$ cat src/rtl/fetch_queue.sv
// Instruction fetch queue: issues sequential fetches under a credit limit and
// buffers returned words in a DEPTH-entry FIFO. Optional macro FETCH_BYPASS_EN.
module fetch_queue #(
  parameter int DEPTH    = 4,
  parameter int END_ADDR = 144
) (
  input  logic        clk,
  input  logic        rst,
  output logic [7:0]  mem_addr,
  input  logic [31:0] mem_data,
  input  logic        stall_in,
  input  logic        flush,
  input  logic [7:0]  flush_pc,
  output logic [31:0] instr_out,
  output logic [7:0]  pc_out,
  output logic        out_valid,
  output logic        full,
  output logic        done
);

  localparam int PW = $clog2(DEPTH);
  localparam int CW = PW + 1;
  localparam logic [8:0] END_A = 9'(END_ADDR);

  typedef enum logic [1:0] {S_RUN, S_DRAIN, S_DONE} state_t;

  state_t          state_q;
  logic [7:0]      fetch_pc_q, fetch_pc_d;
  logic            inflight_q, inflight_d;
  logic [7:0]      infl_pc_q, infl_pc_d;
  logic [CW-1:0]   count_q, count_d;
  logic [PW-1:0]   head_q, head_d;
  logic [PW-1:0]   tail_q, tail_d;
  logic [31:0]     fifo_instr_q [DEPTH];
  logic [7:0]      fifo_pc_q    [DEPTH];

  logic [CW-1:0]   occupancy;
  logic [8:0]      next_pc_ext;
  logic            credit_ok, pc_ok, issue, fifo_vld, enq, deq, byp_take;

  // Credit counts queued plus in-flight words, never the same-cycle dequeue,
  // so a response always has a free slot waiting for it.
  always_comb begin
    occupancy   = count_q + CW'(inflight_q);
    credit_ok   = occupancy < CW'(DEPTH);
    pc_ok       = {1'b0, fetch_pc_q} < END_A;
    next_pc_ext = {1'b0, fetch_pc_q} + 9'd4;
    issue       = (state_q == S_RUN) && !flush && credit_ok && pc_ok;
    fifo_vld    = (count_q != '0);
  end

`ifdef FETCH_BYPASS_EN
  logic bypass;
  always_comb begin
    bypass   = (count_q == '0) && inflight_q;
    byp_take = bypass && !stall_in && !flush;
  end

  always_comb begin
    out_valid = fifo_vld || bypass;
    instr_out = '0;
    pc_out    = '0;
    if (fifo_vld) begin
      instr_out = fifo_instr_q[head_q];
      pc_out    = fifo_pc_q[head_q];
    end else if (bypass) begin
      instr_out = mem_data;
      pc_out    = infl_pc_q;
    end
  end
`else
  always_comb begin
    byp_take  = 1'b0;
    out_valid = fifo_vld;
    instr_out = fifo_vld ? fifo_instr_q[head_q] : '0;
    pc_out    = fifo_vld ? fifo_pc_q[head_q]    : '0;
  end
`endif

  always_comb begin
    enq        = inflight_q && !flush && !byp_take;
    deq        = fifo_vld && !stall_in && !flush;
    inflight_d = issue;
    infl_pc_d  = issue ? fetch_pc_q : infl_pc_q;
    if (flush) begin
      count_d    = '0;
      head_d     = '0;
      tail_d     = '0;
      fetch_pc_d = flush_pc;
    end else begin
      count_d    = count_q + CW'(enq) - CW'(deq);
      head_d     = head_q + PW'(deq);
      tail_d     = tail_q + PW'(enq);
      fetch_pc_d = issue ? next_pc_ext[7:0] : fetch_pc_q;
    end
  end

  assign mem_addr = fetch_pc_q;
  assign full     = (count_q == CW'(DEPTH));
  assign done     = (state_q == S_DONE);

  always_ff @(posedge clk or posedge rst) begin
    if (rst) begin
      state_q    <= S_RUN;
      fetch_pc_q <= '0;
      inflight_q <= 1'b0;
      count_q    <= '0;
      head_q     <= '0;
      tail_q     <= '0;
    end else begin
      fetch_pc_q <= fetch_pc_d;
      inflight_q <= inflight_d;
      count_q    <= count_d;
      head_q     <= head_d;
      tail_q     <= tail_d;
      if (flush) begin
        state_q <= ({1'b0, flush_pc} < END_A) ? S_RUN : S_DRAIN;
      end else begin
        case (state_q)
          S_RUN:   if (!pc_ok || (issue && next_pc_ext >= END_A)) state_q <= S_DRAIN;
          S_DRAIN: if (count_d == '0 && !inflight_d) state_q <= S_DONE;
          default: state_q <= S_DONE;
        endcase
      end
    end
  end

  // Payload storage carries no reset; occupancy alone decides validity.
  always_ff @(posedge clk) begin
    infl_pc_q <= infl_pc_d;
    if (enq) begin
      fifo_instr_q[tail_q] <= mem_data;
      fifo_pc_q[tail_q]    <= infl_pc_q;
    end
  end

endmodule

$ cat config.mk
export PLATFORM = sky130hd
export DESIGN_NAME = fetch_queue
export DESIGN_NICKNAME = d
export VERILOG_FILES = /design/src/rtl/fetch_queue.sv
export SDC_FILE = /design/constraint.sdc
export NUM_CORES = 1
export LEC_CHECK = 0
export CAP_MARGIN = 10
export CORE_UTILIZATION = 59
export DETAILED_ROUTE_END_ITERATION = 6
export GPL_TIMING_DRIVEN = 0
export PLACE_DENSITY = 0.9
export SYNTH_ARGS = -nofsm -noshare
export SYNTH_HDL_FRONTEND = slang
export SYNTH_SLANG_ARGS = --single-unit
$ cat constraint.sdc
create_clock -name clk -period 5.8 [get_ports clk]
set_input_delay 1.74 -clock clk [delete_from_list [all_inputs] [get_ports clk]]
set_output_delay 1.74 -clock clk [all_outputs]
set_load 0.05 [all_outputs]
=== After elaboration in Yosys (flattened, before gate mapping) ===
Memory sizes are Yosys's and may differ from the RTL's.
Cells that the tools add are included.

* Add/subtract/negate cells: 6
* $lt $le $gt $ge: 4
* Equal/unequal tests: 5
* Mux-type cells: 14
* Reductions and logical operators: 18

{| class="wikitable"
|+ Operators with widths
! kind !! count
|-
| 32-bit 2-to-1 mux || 1
|-
| 8-bit 2-to-1 mux || 3
|-
| 8-bit less-than comparator, second input constant || 2
|-
| 2-bit 2-to-1 mux || 5
|-
| 8-bit by 3-bit adder with 9-bit output, second input constant || 1
|-
| 9-bit by 8-bit >= comparator with 1-bit output, second input constant || 1
|-
| 1-bit logical AND || 8
|-
| 3-bit by 1-bit adder with 3-bit output || 2
|-
| 2-bit by 1-bit adder with 2-bit output || 2
|-
| 1-bit zero test || 4
|-
| 2-bit case mux with 2 select lines || 1
|-
| 3-bit equality test, second input constant || 1
|-
| 3-bit zero test || 1
|-
| 3-bit less-than comparator, second input constant || 1
|-
| 1-bit 2-to-1 mux || 3
|-
| 3-bit 2-to-1 mux || 1
|-
| 3-bit by 2-bit inequality test with 1-bit output, second input constant || 1
|-
| 3-bit inequality test, second input constant || 1
|-
| 3-bit nonzero test || 1
|-
| 3-bit by 1-bit subtractor with 3-bit output || 1
|-
| 2-bit by 1-bit equality test with 1-bit output, second input constant || 1
|-
| 2-bit equality test, second input constant || 1
|-
| 2-bit zero test || 1
|-
| 2-bit AND reduction || 1
|-
| other kinds (2) || 2
|}

* Register bits: 26
* RAM bits: 160
* Input bits: 44
* Output and inout bits: 51
* Logic and storage cells: 56
* Memories: 2

{| class="wikitable"
|+ Memories
! name !! words !! bits a word !! rd ports !! clocked after Yosys merged registers in !! write ports !! RTL line !! RTL
|-
| fifo_instr_q || 4 || 32 || 1 || 0 || 1 || 34 || <nowiki>logic [31:0] fifo_instr_q [DEPTH];</nowiki>
|-
| fifo_pc_q || 4 || 8 || 1 || 0 || 1 || 35 || <nowiki>logic [7:0] fifo_pc_q [DEPTH];</nowiki>
|}

=== Logic depth before layout (Yosys ltp) ===
* Depth after elaboration: 10
* Mapped depth: 13
* Gate-level depth less buffers: 11

=== Least setup slack after synthesis ===
Ideal clock, no wire load.

* Path type: input port to flip-flop
* Start point: input flush
* End point: memory fifo_instr_q[1][0] (enable)
* Setup time: 0.495 ns
* Arrival time: 5.068 ns
* Required time: 5.305 ns
* Setup slack: 0.236 ns
* Cell stages on the path: 3
* Path buffers: 1
* Cells stage by stage: clkbuf_1 -> nand2b_1 -> nor3b_1

* Word-level cells in the longest chain between the ends: 4

{| class="wikitable"
|+ Ends and longest elaborated chain
! item !! RTL line !! RTL
|-
| start, declared || 12 || <nowiki>input logic flush,</nowiki>
|-
| 1-bit zero test || 81 || <nowiki>enq = inflight_q && !flush && !byp_take;</nowiki>
|-
| 1-bit logical AND || 81 ||
|-
| 1-bit 2-to-1 mux || 131 || <nowiki>if (enq) begin</nowiki>
|-
| 1-bit 2-to-1 mux (implied by the code) || 132 || <nowiki>fifo_instr_q[tail_q] <= mem_data;</nowiki>
|-
| end, declared || 34 ||
|}

Every way passes these cells.

=== Worst setup path in the final report ===
* Start point: register count_q[2]
* End point: output instr_out[1]

* Word-level cells in the longest chain between the ends: 2

{| class="wikitable"
|+ Ends and longest elaborated chain
! item !! RTL line !! RTL
|-
| start, declared || 31 || <nowiki>logic [CW-1:0] count_q, count_d;</nowiki>
|-
| start signal, assigned || 113 || <nowiki>count_q <= count_d;</nowiki>
|-
| 3-bit nonzero test || 49 || <nowiki>fifo_vld = (count_q != '0);</nowiki>
|-
| 32-bit 2-to-1 mux || 75 || <nowiki>instr_out = fifo_vld ? fifo_instr_q[head_q] : '0;</nowiki>
|-
| end, declared || 14 || <nowiki>output logic [31:0] instr_out,</nowiki>
|}

Every way passes these cells.

==> impl_metrics.csv <==
group,metric,value,unit
status,outcome,"finished, final reports clean",
clock_tree,post_cts_buffers,0,
die,ioPinCount,95,
power_and_ir_drop,ir_drop,272,µV
clock_tree,cts_buffer_depth,2,
global_routing,grt_util_all_layers,0.233,
clock_tree,cts_max_level,4,
cells_and_area,multi_input_area,0.00174,mm²
clock_tree,cts_buffers,17,
timing,fin_ws,1.06,ns
place,gp_congestion,0.874,
route,top_layer_used,"met4",
cells_and_area,area_delta_synth_final,25.3,%
die,core_area,0.0121,mm²
hold_path,holdCritStartpoint,"mem_addr[1]",
route,drt_iter0_markers,251,
critical_path,r2r_cells,13,
power_and_ir_drop,p_leak,3.03,nW
timing,fin_hold_ws,0.480,ns
cells_and_area,final_cell_area,0.00920,mm²
cells_and_area,fillerInstances,651,
hold_path,hold_path.class,"flip-flop to flip-flop",
critical_path,critPathLaunchType,"flip-flop",
clock_tree,cts_tree,"done",
hold_path,min_path_cells,0,
timing,min_period,4.74,ns
clock_tree,root_buffer,"clkbuf_16",
die,start_util,0.609,
place,portBuffers,93,
critical_path,cp.arrival,3.00,ns
clock_tree,ctsHoldBuffers,0,
global_routing,antenna_found_initial,0,
timing,skew,0.00614,ns
yosys,synth_nets,424,
cells_and_area,diodes,0,
timing,slew_headroom,0.311,
global_routing,grt_pass1_vias,4036,
timing,tightest_slew,1.03,ns
die,die_area,0.0129,mm²
timing,finalMaxSlewViolations,0,
critical_path,r2r-start,"count_q[2]",
die,die_h,114,µm
yosys,syn_area_per_cell,19.7,µm²
power_and_ir_drop,power_density,446,mW/mm²
global_routing,grt_max_degree,26,
route,m1WireLength,5590,µm
die,die_w,114,µm
global_routing,grt_pass1_wl,21500,µm
route,routedWlPerCell,20.0,µm
clock_tree,insertion_delay,0.42,ns
place,post-dp-hpwl,8980,µm
timing,hold_viol,0,
timing,rsz0062_at_grt,"false",
critical_path,worstPathRequired,4.06,ns
critical_path,worst_setup_path_end_kind,"primary output",
critical_path,rr_endpoint,"state_q[0]",
yosys,ys_ff_latch,186,
route,wl_met3,802,µm
yosys,syn_inst,373,
route,drc,0,
route,dr.pass1.iters,5,
cells_and_area,layout.nets,546,
timing,finalSetupViolCount,0,
critical_path,critPathLaunch,"count_q[2]",
route,vias,3806,
critical_path,path_class,"flip-flop to primary output",
timing,finalCritPeriodShare,0.817,
place,place_area,0.00864,mm²
critical_path,cp_max_fo,10,
run,drv_cap,0,
yosys,yosysWarnings,0,
yosys,netlist_area,0.00735,mm²
clock_tree,cts.reportedPaths.clkPinSlew,0.06,ns
route,wl_met2,7040,µm
place,dp_slack,1.45,ns
cells_and_area,drive_gt1_frac,0.189,
die,rows,40,
cells_and_area,seq_area,0.00550,mm²
global_routing,grt_overflow,0,
clock_tree,clkSinkCount,186,
clock_tree,cts_resized,0,
yosys,synth.distinct_cells,36,
timing,fmax,211,MHz
route,drtAntennaViolNets,0,
yosys,ys_seq_area_frac,0.748,
route,avgViaCountPerCell,5.63,
route,wirelength,13500,µm
hold_path,worst_hold_path.endpoint,"infl_pc_q[1]",
critical_path,r2r_setup_slack,2.07,ns
## worst max-delay path by stage
stage | slack [ns] | to | cells after the start
2_1_floorplan | 0.24 | fifo_instr_q[1][0] | 3
5_1_grt | 0.88 | pc_out[5] | 5
4_1_cts | 1.01 | pc_out[5] | 5
6_report | 1.06 | instr_out[1] | 5
3_3_place_gp | -1.97 | fifo_instr_q[1][26] | 3
3_5_place_dp | 1.45 | state_q[0] | 12
## synth_stat cells, drive strengths merged
cell type / count / area share
a211oi: 1 / 0.0010
a21boi: 1 / 0.0010
a21oi: 3 / 0.0020
a221o: 2 / 0.0027
a41oi: 2 / 0.0034
and2: 3 / 0.0026
and3: 1 / 0.00085
buf: 10 / 0.0089
clkbuf: 9 / 0.0046
dfrtp: 18 / 0.061
edfxtp: 168 / 0.69
fa: 1 / 0.0027
ha: 6 / 0.010
inv: 9 / 0.0046
mux2: 2 / 0.0031
mux4: 40 / 0.12
nand2: 9 / 0.0046
nand2b: 1 / 0.00085
nand3: 5 / 0.0034
nor2: 12 / 0.0061
nor2b: 43 / 0.037
nor3: 6 / 0.0041
nor3b: 2 / 0.0020
nor4: 2 / 0.0017
o211ai: 6 / 0.0061
o21a: 1 / 0.0010
o21ai: 1 / 0.00068
o221ai: 1 / 0.0012
o311a: 1 / 0.0014
o311ai: 1 / 0.0012
o31ai: 1 / 0.0017
xnor2: 3 / 0.0036
xnor3: 1 / 0.0031
xor2: 1 / 0.0022
## cell families after synthesis
kind of cell             after synthesis  share of synthesized area
AND/OR/NAND/NOR                       84                     0.0629
flip-flops                           186                      0.748
multiplexers                          42                      0.126
AO/OA/AOI/OAI                         21                     0.0235
XOR/XNOR                               5                    0.00886
buffers and inverters                 28                     0.0181
adder cells (fa/ha/maj)                7                     0.0129
## per-layer routing
layer	GRT usage	up-vias
li1	-	1721
met1	0.306	1934
met2	0.375	145
met4	0.0930	0
met3	0.0648	6
met5	0	-
## registers in the layout (all words and copies together), names as in the netlist
signal        count
head_q            2
mem_addr          8
infl_pc_q         8
inflight_q        1
fifo_pc_q        32
fifo_instr_q    128
tail_q            2
state_q           2
count_q           3
## power breakdown
part,internal [mW],leakage [nW],switching [mW]
logic,0.498,1.01,0.889
registers,1.57,1.75,0.0685
clock network,0.642,0.275,0.444
## cell type report
cell class,instances,area share
inverter,9,0.00367
tap,168,0.0228
sequential,186,0.597
clock buffer,24,0.0545
timing repair buffer,103,0.115
buffer,19,0.0107
multi-input combinational,159,0.189
clock inverter,8,0.00721
## cell usage in the layout (no fill, tap or decap), drive strengths merged
master and count:
a211oi 1, a21boi 1, a21oi 3, a221o 2, a41oi 2, and2 3
and3 1, buf 20, bufinv 1, clkbuf 33, clkdlybuf4s50 93, clkinv 5
clkinvlp 2, dfrtp 18, edfxtp 168, fa 1, ha 6, inv 9
mux2 2, mux4 40, nand2 9, nand2b 1, nand3 5, nor2 12
nor2b 43, nor3 6, nor3b 2, nor4 2, o211ai 6, o21a 1
o21ai 1, o221ai 1, o311a 1, o311ai 1, o31ai 1, xnor2 3
xnor3 1, xor2 1
## critical path, stage by stage, from the launching register on
cell and delay (ns):
dfrtp_1 0.36, buf_4 0.16, nor3_1 0.68, clkbuf_1 0.50
nor2b_1 0.15, clkdlybuf4s50_1 0.73
## metrics by stage
stage                     power, mW   util  TNS, ns  cells
after floorplan                2.59      -        0    373
after global placement         3.02  0.704  -142.14    634
after detailed placement       3.05  0.716        0    644
after CTS                      4.14  0.763        0    676
after global routing           4.26  0.763        0    676
final                          4.11  0.763        0    676
Power figures use the tool's default switching activity.
